File: config.mk
export PLATFORM = sky130hd
export DESIGN_NAME = mux_sel_reg
export DESIGN_NICKNAME = d
export VERILOG_FILES = /design/src/rtl/mux_sel_reg.sv
export SDC_FILE = /design/constraint.sdc
export NUM_CORES = 1
export LEC_CHECK = 0
export CORE_AREA = 3 3 66 68
export CTS_BUF_LIST = sky130_fd_sc_hd__clkbuf_4
export DETAILED_ROUTE_END_ITERATION = 10
export DIE_AREA = 0 0 69 71
export HOLD_SLACK_MARGIN = 0.05
export PLACE_DENSITY = 0.8
export SLEW_MARGIN = 20
export SYNTH_ARGS = -nofsm -noshare
export SYNTH_HDL_FRONTEND = slang
export SYNTH_SLANG_ARGS = --single-unit
File: constraint.sdc
create_clock -name clk -period 1.9 [get_ports clk]
set_clock_uncertainty 0.1 [all_clocks]
set_input_delay 0.38 -clock clk [delete_from_list [all_inputs] [get_ports clk]]
set_output_delay 0.38 -clock clk [all_outputs]
set_load 0.005 [all_outputs]
File: src/rtl/mux_sel_reg.sv
// Registered N:1 channel selector with a valid/ready handshake on both sides.
// Selection is either fixed through Sel (MODE=0) or round-robin over the valid channels (MODE=1).
module mux_sel_reg #(
  parameter int WIDTH    = 16,
  parameter int CHANNELS = 4,
  parameter int SEL_W    = 2,
  parameter int MODE     = 0
) (
  input  logic                      clk,
  input  logic                      rst,
  input  logic [CHANNELS*WIDTH-1:0] In,
  input  logic [CHANNELS-1:0]       InValid,
  output logic [CHANNELS-1:0]       InReady,
  input  logic [SEL_W-1:0]          Sel,
  output logic [WIDTH-1:0]          Out,
  output logic                      OutValid,
  input  logic                      OutReady,
  output logic [SEL_W-1:0]          OutChan
);

  logic [WIDTH-1:0] out_q, out_d;
  logic             out_valid_q, out_valid_d;
  logic [SEL_W-1:0] out_chan_q, out_chan_d;
  logic [SEL_W-1:0] ptr_q, ptr_d;

  logic             grant_vld_s;
  logic [SEL_W-1:0] grant_idx_s;
  logic             load_s;
  logic [WIDTH-1:0] grant_data_s;

  // Grant arbitration: fixed select, or the valid channel closest after ptr (modulo CHANNELS).
  always_comb begin
    int best_dist_v;
    int dist_v;
    grant_vld_s = 1'b0;
    grant_idx_s = '0;
    best_dist_v = CHANNELS;
    dist_v      = 0;
    if (MODE == 0) begin
      for (int i = 0; i < CHANNELS; i++) begin
        if (Sel == SEL_W'(i) && InValid[i]) begin
          grant_vld_s = 1'b1;
          grant_idx_s = SEL_W'(i);
        end else begin
          grant_vld_s = grant_vld_s;
        end
      end
    end else begin
      for (int i = 0; i < CHANNELS; i++) begin
        if (i >= int'(ptr_q)) begin
          dist_v = i - int'(ptr_q);
        end else begin
          dist_v = i + CHANNELS - int'(ptr_q);
        end
        if (InValid[i] && dist_v < best_dist_v) begin
          best_dist_v = dist_v;
          grant_vld_s = 1'b1;
          grant_idx_s = SEL_W'(i);
        end else begin
          grant_vld_s = grant_vld_s;
        end
      end
    end
  end

  // Consume handshake; held low during reset because reset discards any concurrent transfer.
  always_comb begin
    load_s  = rst & (~out_valid_q | OutReady);
    InReady = '0;
    for (int i = 0; i < CHANNELS; i++) begin
      InReady[i] = load_s & grant_vld_s & (grant_idx_s == SEL_W'(i));
    end
  end

  // Data path mux for the granted channel.
  always_comb begin
    grant_data_s = '0;
    for (int i = 0; i < CHANNELS; i++) begin
      if (grant_idx_s == SEL_W'(i)) begin
        grant_data_s = In[i*WIDTH +: WIDTH];
      end else begin
        grant_data_s = grant_data_s;
      end
    end
  end

  // Next-state logic for the output register and round-robin pointer.
  always_comb begin
    out_d       = out_q;
    out_valid_d = out_valid_q;
    out_chan_d  = out_chan_q;
    ptr_d       = ptr_q;
    if (load_s) begin
      if (grant_vld_s) begin
        out_d       = grant_data_s;
        out_chan_d  = grant_idx_s;
        out_valid_d = 1'b1;
        // Pointer wraps at CHANNELS, not at 2^SEL_W.
        if (MODE == 1) begin
          if (grant_idx_s == SEL_W'(CHANNELS - 1)) begin
            ptr_d = '0;
          end else begin
            ptr_d = grant_idx_s + SEL_W'(1);
          end
        end else begin
          ptr_d = ptr_q;
        end
      end else begin
        out_valid_d = 1'b0;
      end
    end else begin
      out_valid_d = out_valid_q;
    end
  end

  // State registers with synchronous active-low reset.
  always_ff @(posedge clk) begin
    if (!rst) begin
      out_q       <= '0;
      out_valid_q <= 1'b0;
      out_chan_q  <= '0;
      ptr_q       <= '0;
    end else begin
      out_q       <= out_d;
      out_valid_q <= out_valid_d;
      out_chan_q  <= out_chan_d;
      ptr_q       <= ptr_d;
    end
  end

  assign Out      = out_q;
  assign OutValid = out_valid_q;
  assign OutChan  = out_chan_q;

endmodule
# Yosys cells after proc, flatten, opt, wreduce, memory -nomap -nowiden
# Index checks and enable logic that the tools add are counted.
# classes
n_addsub	0
n_mul	0
n_div	0
order_cmp	0
eq_ne	6
shifts	0
muxes	12
n_bitwise	8
n_reduce_logical	7
# op_table
cell	n
$mux 16	4
$eq 2x2->1 const B	4
$and 1x1->1	6
$mux 1	6
$eq 2x1->1 const B	2
$logic_and 1x1->1	4
$logic_not 2->1	2
$mux 2	2
$reduce_and 2->1	1
$not 1->1	1
$or 1x1->1	1
# totals
ff_bits	19
latch_bits	0
ram_bits	0
mem_bits_ro	0
word_cells	36
n_memories	0

# Longest topological paths before layout
# Gate-level depths: netlist (run 1).
# logic_depth
depth_word	10
depth_mapped	7
ltp_nobuf	4

# Least setup slack after synthesis (run 1)
# OpenSTA, ideal clock, no wires.
# synth_timing
path_kind	input to register
start	input Sel[0]
end	register out_q[0] (netlist: Out[0])
setup_ps	118
arrival_ps	1504
t_required_ps	1682
slack_ps	178
stages	6
cell_sequence	buf_6 -> mux4_2 -> and3_4 -> buf_6 -> o21ai_0 -> o21ai_2
# synth_via
elab_chain_cells	10
elab_cells_between_ends	24
classes_between	eq/ne: 6; mux: 11; reduce/logical: 7
# synth_rtl
element	line	source
from (decl)	14	input logic [SEL_W-1:0] Sel,
$eq 2x1->1	41	if (Sel == SEL_W'(i) && InValid[i]) begin
$logic_and 1x1->1	41	
$mux 1	41	
$mux 2 (2 in a row)	41	
$logic_not 2->1	79	if (grant_idx_s == SEL_W'(i)) begin
$mux 16 (4 in a row)	79	
to (signal assigned)	124	out_q <= out_d;
to (decl)	21	logic [WIDTH-1:0] out_q, out_d;
# Parallel ways exist; a longest one is shown, timed or not.
# A chain may end at the register's enable or synchronous reset.

# Worst setup path after layout (run 1)
# layout_timing
start	input InValid[2]
end	output InReady[3]
# layout_via
elab_chain_cells	5
elab_cells_between_ends	8
classes_between	eq/ne: 1; mux: 4; bitwise: 2; reduce/logical: 1
# layout_rtl
element	line	source
from (decl)	12	input logic [CHANNELS-1:0] InValid,
$logic_and 1x1->1 *	41	
$mux 2 or $mux 1 (tied branches) (2 in a row)	41	
$eq 2x2->1 or $and 1x1->1 (tied branches)	71	InReady[i] = load_s & grant_vld_s & (grant_idx_s == SEL_W'(i));
$and 1x1->1 *	71	
to (decl)	13	output logic [CHANNELS-1:0] InReady,
# Every way passes the cells marked *; elsewhere a longest branch is shown, timed or not.

==> run metrics, run 1 <==
status=completed; CTS Root Cell=clkbuf_4; worst r2r path cells=7; Final Net Count=360; worst skew pair latency=0.30 ns; Syn Area/Cell=7.788 um^2; vias in the first global route=1788; GP Congestion=0.8786; largest net degree at the start of global routing=17; Critical Path AT=1.38 ns; Starting Density=0.3462; Clock Pin Slew Worst Setup and Hold Paths=0.12 ns; area fraction of the dominant cell type after synthesis=0.2807; leading area contributor after synthesis=dfxtp_1; CTS tree=done; hold wc startpoint=Out[6]$_SDFFE_PN0P_; largest stage delay on the critical path=0.50 ns; hold path depth=2; Slew @ Worst Pin=0.3137 ns; Crit. path cell count=5; R2R Path End=OutChan[0]$_SDFFE_PN0P_; Peak VDD IR=0.2222 mV; Worst Hold Endpoint=Out[6]$_SDFFE_PN0P_; Core Box Area=3914 um^2; DR pass1 iterations=4; cell family with the largest share of critical-path delay=multiplexers; fin util=0.6576; Req. time, crit path=1.42 ns; number of core rows=23; Syn Nets=247; Tot GR Track Use=0.2097; Clock Path Buffers=2; CP Class=in2out; max frequency=0.5389 GHz; most frequent cells in the layout=clkdlybuf4s50_1, buf_4, o21ai_0; worst path buffer plus inverter count=3; Die ar.=4899 um^2; slew margin rel.=0.7904; Die W=69 um; Hold WS=0.3517 ns; first-pass GRT wire length=8.493 mm; initial antenna violation count=0; vias after detailed routing=1750; antenna diode count=0; number of distinct library cells after synthesis=29; worst hold path type=reg2reg; register area share after synthesis=0.2807; mapped cell area=1355 um^2; Port Buf Inserts=95; share of layout cells above drive strength 1=0.1993; LEAKAGE=1.084 nW; Yosys reg bits=19; Yosys warnings=0; CP Cell Sequence=dlygate4sd2_1 -> mux4_2 -> inv_2 -> nor3_2 -> buf_2; final wirelength=5.100 mm; reg-to-reg slack, setup=0.59 ns; HPWL Detailed=3.907 mm; vias per cell=5.208; P per Cell Area=475.7 nW/um^2; final period utilization=0.9766; GRT overflow=0; top cells by area, synth=dfxtp_1, a2bb2oi_1, a21o_1; min Tclk post-route=1.856 ns; Slew Viols, Final=0; CTS Sinks=19; startpoint type of the worst setup path=input pin; P&R area growth vs syn=89.94%; Num CTS Buffers=3; Reg-to-Reg Start=OutValid$_SDFFE_PN0P_; Worst Path Max Fanout=2; IO Count=96; commonest non-fill, non-tap cell in the layout=clkdlybuf4s50_1; drt drc=0; Worst Setup End Kind=primary output; RSZ-0062 raised after global routing=false; max-cap viol count=0; Die Y=71 um; Setup violations, final=0; synthesized instance count=174; Crit-path slowest cell=mux4_2; wire length per cell=15.18 um; Final Hold Viols=0; Starting DRT DRC Count=56; Antenna Nets Post-Route=0; H-tree depth=1
## power by group
group | total [mW] | internal [mW] | switching [mW]
sequential | 0.455 | 0.436 | 0.0190
combinational | 0.535 | 0.339 | 0.196
clock | 0.235 | 0.0960 | 0.139
## logic make-up (layout without fill, tap and decap cells)
family	Yosys count	in the layout	share of synthesized area
buffers and inverters	17	129	0.06648
AO/OA/AOI/OAI	101	101	0.5023
AND/OR/NAND/NOR	35	35	0.1265
flip-flops	19	19	0.2807
multiplexers	2	2	0.02401
## tightest hold or removal path, delay by kind of cell (launching register included)
kind | cells | cell delay (ns)
flip-flops | 1 | 0.33
AND/OR/NAND/NOR | 1 | 0.05
AO/OA/AOI/OAI | 1 | 0.05
## synth_stat cells
cell	count
a21boi_0	3
nand3b_1	3
buf_6	3
nand2_1	20
and3_4	1
o21ai_1	3
nand2b_1	1
o22ai_1	14
inv_1	1
nor3_1	1
clkbuf_1	10
nor2_1	2
o211ai_1	1
a22o_1	2
nor4b_1	1
nor2b_1	2
a21oi_1	18
nand3_1	2
a21o_1	14
and2_1	2
o21ai_2	9
mux2i_1	1
dfxtp_1	19
o21ai_0	21
mux4_2	1
buf_2	3
a21boi_4	1
o211a_1	1
a2bb2oi_1	14
## how the worst max path moves through the flow
stage,end,startpoint,slack (ns)
floorplan,Out[0]$_SDFFE_PN0P_,Sel[0],0.18
finish,InReady[3],InValid[2],0.04
detailed placement,InReady[3],Sel[0],-0.60
global route,InReady[3],InValid[2],0.004
global placement,InReady[3],Sel[0],-0.60
CTS,InReady[3],InValid[3],0.01
## repair_timing
action,4_1_cts,5_1_grt
pin swaps,4,0
endpoints found under the setup margin,9,4
buffers inserted,2,1
gates resized for setup,36,3
endpoints found under the hold margin,0,0
hold buffers,0,0
## registers in the layout, summed over array words and instances, names as in the netlist
name,cells
Out,16
OutValid,1
OutChan,2
## through the flow
| step | TNS, ns | total power, mW | setup slack (ns) | cells | cell area (um^2) |
|---|---|---|---|---|---|
| after floorplan | 0 | 0.6704 | 0.1782 | 174 | 1355 |
| after global placement | -7.321 | 0.9780 | -0.5995 | 329 | 2502 |
| after detailed placement | -7.706 | 0.9840 | -0.6045 | 329 | 2502 |
| after CTS | 0 | 1.236 | 0.01245 | 335 | 2567 |
| after global routing | 0 | 1.302 | 0.003535 | 336 | 2574 |
| final | 0 | 1.224 | 0.04446 | 336 | 2574 |
## routing by layer
metal	global-route usage	part of all wire	up-vias
li1	-	-	880
met1	0.2617	0.43	813
met2	0.3718	0.50	51
met3	0.03693	0.056	6
met4	0.05640	0.012	0
met5	0	0	-
## layout make-up
| type | count | area (um^2) |
|---|---|---|
| Clock buffer | 4 | 30.03 |
| Fill cell | 364 | 1340 |
| Inverter | 1 | 3.754 |
| Multi-Input combinational cell | 138 | 920.9 |
| Sequential cell | 19 | 380.4 |
| Tap cell | 50 | 62.56 |
| Timing Repair Buffer | 124 | 1176 |
Power figures use the tool's default switching activity.
==> run 2, diff against run 1 <==
- ABC_AREA: not set -> 1
- CORE_AREA: 3 3 66 68 -> 3 3 67 69
- DIE_AREA: 0 0 69 71 -> 0 0 70 72
==> run 2 against run 1 <==
Effect of this change:
- design area grew 0.68%
- synthesized cell count grew 41%
- combinational power shrank 12%
- critical endpoint unchanged
- largest power group unchanged
==> run metrics, run 2 <==
CTS Sinks=19 (unchanged); Slew @ Worst Pin=0.2443 ns (was 0.3137 ns); Worst Path Max Fanout=3 (was 2); GRT overflow=0 (unchanged); Clock Path Buffers=2 (unchanged); Die ar.=5040 um^2 (was 4899 um^2); Die Y=72 um (was 71 um); Worst Hold Endpoint=Out[2]$_SDFFE_PN0P_ (was Out[6]$_SDFFE_PN0P_); P per Cell Area=427.3 nW/um^2 (was 475.7 nW/um^2); Switching Fraction=0.3074 (was 0.2890); fin util=0.6525 (was 0.6576); placed cell count=393 (was 329); slew margin rel.=0.8372 (was 0.7904); Starting DRT DRC Count=155 (was 56); Reg-to-Reg Start=OutValid$_SDFFE_PN0P_ (unchanged); CTS tree=done (unchanged); top cells by area, synth=dfxtp_1, nand2_1, nand4_1 (was dfxtp_1, a2bb2oi_1, a21o_1); Clk pwr share=0.184 (was 0.192); share of total power in sequential cells=0.392 (was 0.371); Critical Path AT=1.35 ns (was 1.38 ns); area fraction of the dominant cell type after synthesis=0.2650 (was 0.2807); Die W=70 um (was 69 um); number of core rows=23 (unchanged); hold buffer count at cts=0 (unchanged); max frequency=0.5474 GHz (was 0.5389 GHz); Yosys reg bits=19 (unchanged); vias per cell=4.911 (was 5.208); commonest non-fill, non-tap cell in the layout=clkdlybuf4s50_1 (unchanged); power consumption=1.107 mW (was 1.224 mW); H-tree depth=1 (unchanged); synthesized instance count=246 (was 174); switching power=0.3403 mW (was 0.3537 mW); Yosys warnings=0 (unchanged); GP Congestion=0.7982 (was 0.8786); Final Hold Viols=0 (unchanged); Req. time, crit path=1.42 ns (about the same); reg-to-reg slack, setup=0.49 ns (was 0.59 ns); hold wc startpoint=Out[2]$_SDFFE_PN0P_ (was Out[6]$_SDFFE_PN0P_); hold path depth=2 (unchanged); vias in the first global route=1985 (was 1788); worst r2r path cells=10 (was 7); Setup violations, final=0 (unchanged); Core Box Area=3971 um^2 (was 3914 um^2); simple-gate share of the synthesized area=0.5371 (was 0.1265); multiplexer share of the synthesized area=0 (was 0.02401); Clock Pin Slew Worst Setup and Hold Paths=0.11 ns (was 0.12 ns); initial antenna violation count=0 (unchanged); combinational family with the most area after synthesis=simple AND/OR/NAND/NOR gates (was compound AO/OA/AOI/OAI gates); vias after detailed routing=1979 (was 1750); Post-synth top cells=nand2_1, nand4_1, nor2_1 (was o21ai_0, nand2_1, dfxtp_1); Tot GR Track Use=0.2128 (was 0.2097); Final Instance Count excl. Fillers=403 (was 336); P&R area growth vs syn=80.56% (was 89.94%); final wirelength=5.313 mm (was 5.100 mm); first-pass GRT wire length=8.935 mm (was 8.493 mm); XOR/XNOR Fraction of Synth Area=0 (unchanged); LEAKAGE=1.137 nW (was 1.084 nW); number of distinct library cells after synthesis=20 (was 29); HPWL Detailed=4.011 mm (was 3.907 mm); Slew Viols, Final=0 (unchanged); most frequent cells in the layout=clkdlybuf4s50_1, nand2_1, nand4_1 (was clkdlybuf4s50_1, buf_4, o21ai_0); Antenna Nets Post-Route=0 (unchanged); Finished Cell Area=2591 um^2 (was 2574 um^2); top-count cell post-synth=nand2_1 (was o21ai_0); Syn Nets=319 (was 247); status=completed (unchanged); worst hold path type=reg2reg (unchanged); startpoint type of the worst setup path=input pin (unchanged); mapped cell area=1435 um^2 (was 1355 um^2); leading area contributor after synthesis=dfxtp_1 (unchanged); min Tclk post-route=1.827 ns (was 1.856 ns); Peak VDD IR=0.2150 mV (was 0.2222 mV); Main synth FF type=dfxtp_1 (unchanged); Worst Setup End Kind=primary output (unchanged); combinational power share=0.424 (was 0.437); drt drc=0 (unchanged); Synth Area in Compound Gates=0.07323 (was 0.5023); antenna diode count=0 (unchanged); # fillers=375 (was 364); CP Class=in2out (unchanged); post-synthesis adder-cell area fraction=0 (unchanged); R2R Path End=Out[1]$_SDFFE_PN0P_ (was OutChan[0]$_SDFFE_PN0P_); Final Net Count=427 (was 360); share of layout cells above drive strength 1=0.1388 (was 0.1993); Num CTS Buffers=3 (unchanged); EDFF count, synth=0 (unchanged); RSZ-0062 raised after global routing=false (unchanged); Starting Density=0.3614 (was 0.3462); DR pass1 iterations=5 (was 4); max-cap viol count=0 (unchanged); Port Buf Inserts=95 (unchanged); largest net degree at the start of global routing=26 (was 17); CTS Root Cell=clkbuf_4 (unchanged); final period utilization=0.9615 (was 0.9766); ys async rst share=0 (unchanged); Int Power=0.7668 mW (was 0.8705 mW); IO Count=96 (unchanged); placed inst area=2502 um^2 (unchanged); wire length per cell=13.18 um (was 15.18 um); register area share after synthesis=0.2650 (was 0.2807); max reg flops=16 (unchanged); Hold WS=0.3707 ns (was 0.3517 ns); Syn Area/Cell=5.834 um^2 (was 7.788 um^2); worst skew pair latency=0.29 ns (was 0.30 ns)
[run 2: what timing repair did]
| item | in CTS | in global routing |
|---|---|---|
| pin swaps | 9 | 0 |
| setup buffers | 6 | 0 |
| gates cloned | 0 | 0 |
| hold endpoints to repair | 0 | 0 |
| resized for setup | 42 | 2 |
| endpoints found under the setup margin | 5 | 3 |
[run 2: layer usage]
| metal | vias to the layer above | global-route usage | routed length [um] | part of all wire |
|---|---|---|---|---|
| met3 | 4 | 0.02770 | 346 | 0.065 |
| met5 | - | 0 | 0 | 0 |
| li1 | 1032 | - | - | - |
| met2 | 75 | 0.3778 | 2690 | 0.51 |
| met4 | 0 | 0.05319 | 40 | 0.0075 |
| met1 | 868 | 0.2741 | 2235 | 0.42 |
[run 2: cells by family after synthesis]
family,count (synthesis)
DFF,19
buffers and inverters,41
AOI/OAI and AO/OA,21
and+or+nand+nor,165
[run 2: power by group through the flow]
stage / Combinational [mW] / Clock (mW) / Sequential (mW)
6_report: 0.469 / 0.204 / 0.434
5_1_grt: 0.516 / 0.222 / 0.437
4_1_cts: 0.467 / 0.203 / 0.434
3_5_place_dp: 0.446 / 0 / 0.442
3_3_place_gp: 0.441 / 0 / 0.442
2_1_floorplan: 0.182 / 0 / 0.444
[run 2: worst max-delay path by stage]
stage               start          to  slack (ns)
2_1_floorplan  InValid[2]  InReady[0]        0.17
3_3_place_gp       Sel[1]  InReady[2]       -0.69
3_5_place_dp       Sel[1]  InReady[2]       -0.75
4_1_cts            Sel[0]  InReady[3]       0.001
5_1_grt        InValid[3]  InReady[3]       0.001
6_report       InValid[3]  InReady[3]        0.07
[run 2: final cells by class]
| type | instances | area (um^2) | share of cell area |
|---|---|---|---|
| tap | 50 | 62.56 | 0.02414 |
| timing repair buffer | 120 | 1109 | 0.4278 |
| inverter | 24 | 92.59 | 0.03573 |
| clock inverter | 1 | 5.005 | 0.001931 |
| sequential | 19 | 380.4 | 0.1468 |
| multi-input combinational | 186 | 919.6 | 0.3549 |
| clock buffer | 3 | 22.52 | 0.008691 |
[run 2: critical path, cell delays in order]
cell and delay [ns]:
dlygate4sd2_1 0.25, nand3_2 0.12, nand2_4 0.07, buf_4 0.15
nor2_4 0.13, nor2_4 0.05, nand2_1 0.05, inv_1 0.04
buf_2 0.12
[run 2: stage by stage]
step | TNS, ns | setup WS, ns
after floorplan | 0 | 0.1707
after global placement | -6.460 | -0.6920
after detailed placement | -7.409 | -0.7539
after CTS | 0 | 0.001225
after global routing | 0 | 0.001386
final | 0 | 0.07315
